==> config.mk <==
export PLATFORM = sky130hd
export DESIGN_NAME = booth_seq_mult
export DESIGN_NICKNAME = d
export VERILOG_FILES = /design/src/rtl/booth_seq_mult.sv
export SDC_FILE = /design/constraint.sdc
export NUM_CORES = 1
export LEC_CHECK = 0
export ABC_CLOCK_PERIOD_IN_PS = 3900
export BUFFER_PORTS_ARGS = -buffer_cell sky130_fd_sc_hd__buf_2
export CORE_ASPECT_RATIO = 1.2
export CORE_MARGIN = 5
export CORE_UTILIZATION = 58
export DETAILED_ROUTE_END_ITERATION = 7
export GPL_TIMING_DRIVEN = 0
export PLACE_DENSITY = 0.79
export SYNTH_ARGS = -nofsm -noshare
export SYNTH_HDL_FRONTEND = slang
export SYNTH_SLANG_ARGS = --single-unit
==> constraint.sdc <==
create_clock -name clk -period 3.9 [get_ports clk]
set_clock_uncertainty 0.05 [all_clocks]
set_input_delay 0.78 -clock clk [delete_from_list [all_inputs] [get_ports clk]]
set_output_delay 0.78 -clock clk [all_outputs]
set_load 0.02 [all_outputs]
==> src/rtl/booth_seq_mult.sv <==
// booth_seq_mult: sequential radix-4 Booth multiplier, one digit per clock; optional accumulate via BOOTH_ACC_EN
module booth_seq_mult #(
    parameter int WIDTH = 4
) (
    input  logic               clk,
    input  logic               rst,
    input  logic               start,
    input  logic               signed_mode,
    input  logic [WIDTH-1:0]   a,
    input  logic [WIDTH-1:0]   b,
`ifdef BOOTH_ACC_EN
    input  logic               accumulate,
`endif
    output logic               busy,
    output logic               done,
    output logic [2*WIDTH-1:0] p
);
    localparam int D  = WIDTH / 2 + 1;
    localparam int AW = 2 * WIDTH + 4;
    localparam int CW = $clog2(D + 1);

    typedef enum logic [1:0] {IDLE, CALC, DONE} state_t;

    state_t          state, state_nx;
    logic [AW-1:0]   mc, acc, pp, acc_nx;
    logic [WIDTH+2:0] mp;
    logic [CW-1:0]   cnt;
    logic            accept, last;
`ifdef BOOTH_ACC_EN
    logic            acc_mode;
`endif

    assign accept = start && state != CALC;
    assign last   = cnt == CW'(D - 1);

    // state register
    always_ff @(posedge clk) begin
        if (rst) state <= IDLE;
        else     state <= state_nx;
    end

    // next state and handshake outputs
    always_comb begin
        state_nx = state;
        case (state)
            IDLE:    state_nx = accept ? CALC : IDLE;
            CALC:    state_nx = last ? DONE : CALC;
            DONE:    state_nx = accept ? CALC : IDLE;
            default: state_nx = IDLE;
        endcase
        busy = state == CALC;
        done = state == DONE;
    end

    // Booth digit select; mc is already shifted to the current digit weight
    always_comb begin
        case (mp[2:0])
            3'b001, 3'b010: pp = mc;
            3'b011:         pp = mc << 1;
            3'b100:         pp = -(mc << 1);
            3'b101, 3'b110: pp = -mc;
            default:        pp = '0;
        endcase
        acc_nx = acc + pp;
    end

    // operand capture, digit accumulation and result write-back
    always_ff @(posedge clk) begin
        if (rst) begin
            mc  <= '0;
            mp  <= '0;
            acc <= '0;
            cnt <= '0;
            p   <= '0;
`ifdef BOOTH_ACC_EN
            acc_mode <= 1'b0;
`endif
        end else if (accept) begin
            mc  <= {{(AW-WIDTH){signed_mode & a[WIDTH-1]}}, a};
            mp  <= {{2{signed_mode & b[WIDTH-1]}}, b, 1'b0};
            acc <= '0;
            cnt <= '0;
`ifdef BOOTH_ACC_EN
            acc_mode <= accumulate;
`endif
        end else if (state == CALC) begin
            acc <= acc_nx;
            mc  <= mc << 2;
            mp  <= {{2{mp[WIDTH+2]}}, mp[WIDTH+2:2]};
            cnt <= cnt + CW'(1);
`ifdef BOOTH_ACC_EN
            if (last) p <= acc_nx[2*WIDTH-1:0] + (acc_mode ? p : '0);
`else
            if (last) p <= acc_nx[2*WIDTH-1:0];
`endif
        end
    end
endmodule

# After elaboration in Yosys (flattened, before gate mapping)
# Index checks and enable logic that the tools add are counted.
classes:
  addsub: 4
  n_eq_ne: 10
  mux: 8
  bitwise_logic: 3
  reduce_logical: 8
ops:
  columns: ["cell", "count"]
  rows:
  - ["case mux 12 bit (4 select lines)", 1]
  - ["two-way mux 12 bit", 2]
  - ["negation 12 bit", 2]
  - ["adder 12 bit", 1]
  - ["== test 3 bit (second input constant)", 3]
  - ["OR reduction 2 bit", 4]
  - ["two-way mux 7 bit", 1]
  - ["== test 3 x 2 -> 1 bit (second input constant)", 2]
  - ["two-way mux 6 bit", 1]
  - ["== test 2 bit (second input constant)", 2]
  - ["case mux 2 bit (2 select lines)", 1]
  - ["== test 3 x 1 -> 1 bit (second input constant)", 1]
  - ["AND reduction 3 bit", 1]
  - ["adder 2 x 1 -> 2 bit (second input constant)", 1]
  - ["AND 1 bit", 2]
  - ["== test 2 x 1 -> 1 bit (second input constant)", 1]
  - ["logical NOT 2 bit", 1]
  - ["two-way mux 2 bit", 1]
  - ["!= test 2 x 1 -> 1 bit (second input constant)", 1]
  - ["nonzero test 2 bit", 1]
  - ["logical AND 1 bit", 1]
  - ["two-way mux 1 bit", 1]
  - ["inverter 1 bit", 1]
totals:
  ff_bits: 43
  input_bits: 12
  out_inout_bits: 10
  elab_cells: 41

# Depth between registers and ports, before layout
depth:
  depth_word: 4
  mapped_depth: 14
  depth_no_buf: 14

# Worst setup path after synthesis
# OpenSTA, ideal clock, no wires.
synth_timing:
  path_kind: "register -> register"
  startpoint: "register mc[2]"
  endpoint: "register acc[7]"
  setup_ps: 118
  arrival_time_ps: 2814
  required_time_ps: 3732
  setup_slack_ps: 918
  path_stages_with_launch: 15
  n_path_buf: 1
  period_less_slack_ps: 2982
  path_cell_list: "dfxtp_1 > buf_4 > or3_2 > nand2_1 > xnor2_1 > a22oi_1 > nor2_1 > a221o_1 > ha_1 > a21o_1 > a21oi_1 > a21oi_1 > o21a_1 > mux2_4 > mux2i_1"
synth_via:
  elab_chain_len: 3
  word_cells_on_any_way: 4
  cone_classes: "add/sub (3); mux (1)"
synth_lines:
  columns: ["item", "line", "source"]
  rows:
  - ["start: declaration", "25", "logic [AW-1:0] mc, acc, pp, acc_nx;"]
  - ["start signal: assignment", "79", "mc <= {{(AW-WIDTH){signed_mode & a[WIDTH-1]}}, a};"]
  - ["start signal: assignment", "88", "mc <= mc << 2;"]
  - ["negation 12 bit, on equally long branches", "61, 60", null]
  - ["case mux 12 bit (4 select lines) (*)", "57", "case (mp[2:0])"]
  - ["adder 12 bit (*)", "64", "acc_nx = acc + pp;"]
  - ["end signal: assignment", "87", "acc <= acc_nx;"]
  - ["end: declaration", "25", null]
# Every way passes the cells marked *; elsewhere a longest branch is shown, timed or not.
# A chain may end at the register's enable or synchronous reset.

# Worst setup path after layout
layout_timing:
  startpoint: "register mc[0]"
  endpoint: "register acc[7]"
# The elaborated chain is that of the path after synthesis.

==> results.py <==
metrics = {
    "synth": {
        "synth_warnings": 0,
        "synth.net_count": 284,
        "yosys_most_used_dff": "dfxtp_1",
        "syn_inst": 262,
        "synth-seq-cells": 35,
        "syn-cell-area_mm2": 0.00210,
        "synthDistinctLibCells": 49,
        "synth-seq-area-share_pct": 33.4,
        "synth_edf_count": 0,
        "postSynthAreaPerCell_um2": 8.00,
        "ys_async_sr_fraction_pct": 0,
    },
    "sta": {
        "hold-worst-slack_ps": 407,
        "finalCriticalPeriod_ps": 3290,
        "hold_viol_final": 0,
        "fin_crit_sh_pct": 84.4,
        "finalSetupTns_ps": 0,
        "worst_pin_slew_ps": 555,
        "slew_headroom_pct": 63.0,
        "setup_viol": 0,
        "finalWorstSetupSlack_ps": 609,
        "rsz0062_at_grt": "false",
        "fmax_mhz": 304,
        "slew_violations": 0,
    },
    "route": {
        "first_iter_violations": 94,
        "avgRoutedWirePerCell_um": 14.8,
        "postRouteAntennaNets": 0,
        "drtPass1Iterations": 4,
        "wl_mm": 4.84,
        "vias_per_cell": 5.74,
        "drc": 0,
        "vias": 1883,
    },
    "floorplan": {
        "start_util_pct": 58.7,
        "die_area_mm2": 0.00492,
        "ios": 22,
        "die_y_um": 75.9,
        "dieWidth_um": 64.9,
        "rows": 24,
        "core_mm2": 0.00357,
    },
    "cts": {
        "clk_pin_slew_ps": 70,
        "cts_setup_buffers": 0,
        "cts-root-buf": "clkbuf_8",
        "clk_latency_ps": 290,
        "cts_resized": 0,
        "cts.sinks": 35,
        "clk_path_buf_depth": 2,
        "h-tree-depth": 2,
        "cts_hold_buf": 0,
        "cts_tree": "done",
        "cts_buffers": 5,
    },
    "power": {
        "powerDensity_mw_per_mm2": 376,
        "ir_drop_v": 0.000302,
        "design_power_total_uw": 875,
        "swShare_pct": 31.8,
        "power_frac_clock_pct": 29.6,
        "pwr-share-seq_pct": 45.2,
        "p_int_uw": 596,
        "p_sw_uw": 279,
        "p_leak_nw": 0.977,
        "p_comb_share_pct": 25.2,
    },
    "final_layout": {
        "final_common_cell": "nand2_1",
        "insertedDiodeCount": 0,
        "layout.nets": 310,
        "syn_to_final_growth_pct": 10.9,
        "drive_gt1_share_pct": 13.1,
        "finalNonFillerCells": 328,
        "final_cell_mix": "nand2_1 (45), dfxtp_1 (35), a21oi_1 (25), nor2_1 (20), buf_2 (19)",
        "design_area_mm2": 0.00233,
        "final_util_pct": 65.1,
    },
    "worst_setup_path": {
        "r2r_slack_ps": 610,
        "worstSetupStartpointType": "register",
        "required_ps": 4020,
        "crit_path_start": "mc[0]",
        "cp-endpoint": "acc[7]",
        "end_kind": "register",
        "reg2reg_to": "acc[7]",
        "arrival_ps": 3410,
        "path_class": "reg -> reg",
        "path_max_fanout": 7,
        "reg2regPathDepth": 13,
        "r2r_start": "mc[0]",
    },
    "min_path": {
        "hp-start": "p[0]",
        "hp-class": "reg -> reg",
    },
    "placement": {
        "numPortBuffers": 19,
        "place_inst": 320,
        "globalplace.congestion": 0.862,
        "dpl-instance-area_mm2": 0.00224,
        "dp_slack_ps": 663,
        "dp_hpwl_mm": 3.65,
    },
    "grt": {
        "grt_usage_pct": 21.1,
        "grt-ovfl-total": 0,
        "grt_max_degree": 12,
        "antenna_found_initial": 0,
        "grt_pass1_vias": 1815,
        "grt_first_pass_wirelength_mm": 7.91,
    },
    "run_status": {
        "outcome": "finished, final reports clean",
    },
    "run": {
        "cap_violations": 0,
    },
}
==> synthesized netlist by cell type, types with 2 or more instances <==
library cell | count | area (um2)
a211oi_1 | 8 | 60.1
nand2_1 | 45 | 169
or2b_2 | 2 | 17.5
a31oi_1 | 2 | 12.5
nand2b_1 | 4 | 25.0
ha_1 | 9 | 113
nand3b_1 | 3 | 22.5
xnor2_1 | 10 | 87.6
nor2b_1 | 6 | 37.5
a21oi_1 | 25 | 125
inv_1 | 13 | 48.8
clkbuf_1 | 13 | 48.8
dfxtp_1 | 35 | 701
nor2_1 | 20 | 75.1
xor2_1 | 3 | 26.3
o21ai_0 | 12 | 60.1
mux2i_1 | 11 | 110
a22oi_1 | 2 | 15.0
o31ai_1 | 2 | 15.0
nor3_1 | 4 | 20.0
o21a_1 | 3 | 22.5
a221oi_1 | 2 | 17.5
a311oi_1 | 2 | 17.5
==> registers in the layout, indices dropped and copies added (netlist names) <==
| register | cells |
|---|---|
| state | 2 |
| cnt | 2 |
| acc | 8 |
| p | 8 |
| mp | 7 |
| mc | 8 |
==> logic make-up (layout without fill, tap and decap cells) <==
| family | Yosys count | after routing | share of synthesized area, % |
|---|---|---|---|
| simple gates | 94 | 94 | 21.3 |
| fa+ha+maj | 10 | 10 | 6.32 |
| compound gates | 67 | 67 | 20.2 |
| buf+inv | 29 | 56 | 5.73 |
| flops | 35 | 35 | 33.4 |
| mux | 13 | 13 | 6.50 |
| xor+xnor | 14 | 14 | 6.56 |
==> power by group through the flow <==
stage	sequential [mW]	combinational [mW]	clock, mW
finish	0.396	0.221	0.259
CTS	0.396	0.220	0.264
detailed placement	0.404	0.218	0
global route	0.398	0.245	0.279
floorplan	0.399	0.171	0
global placement	0.403	0.213	0
==> how the worst min path moves through the flow <==
| stage | cells after the start | slack [ps] | to |
|---|---|---|---|
| finish | 2 | 410 | p[0] |
| floorplan | 2 | 390 | mp[6] |
| global placement | 2 | 390 | p[5] |
| global route | 2 | 430 | mp[6] |
| detailed placement | 2 | 400 | p[4] |
| CTS | 2 | 410 | p[4] |
==> worst max-delay path: stages, from the launching register on <==
cell	delay, ps
dfxtp_1	390
or3_2	520
nand2_1	100
xnor2_1	80
a22oi_1	210
nor2_1	60
a221o_1	290
ha_1	340
a21o_1	200
a21oi_1	210
a21oi_1	130
o21a_1	210
mux2_4	270
mux2i_1	120
==> area by class of cell <==
type                    instances  area (um2)
repair buffers                 19        95.1
flip-flops and latches         35         701
inverters                      13        48.8
plain buffers                  16        71.3
fillers                       319        1250
clock buffers                   6        72.6
clock inverters                 2        12.5
well taps                      39        48.8
multi-input cells             198        1280
==> layer usage <==
layer / global-route usage (%) / vias to the layer above / routed length (um)
met5: 0 / - / 0
li1: - / 956 / -
met1: 23.7 / 888 / 2130
met2: 39.8 / 30 / 2490
met3: 4.13 / 9 / 126
met4: 7.98 / 0 / 95
No activity file was read; power rests on OpenSTA's default activity.
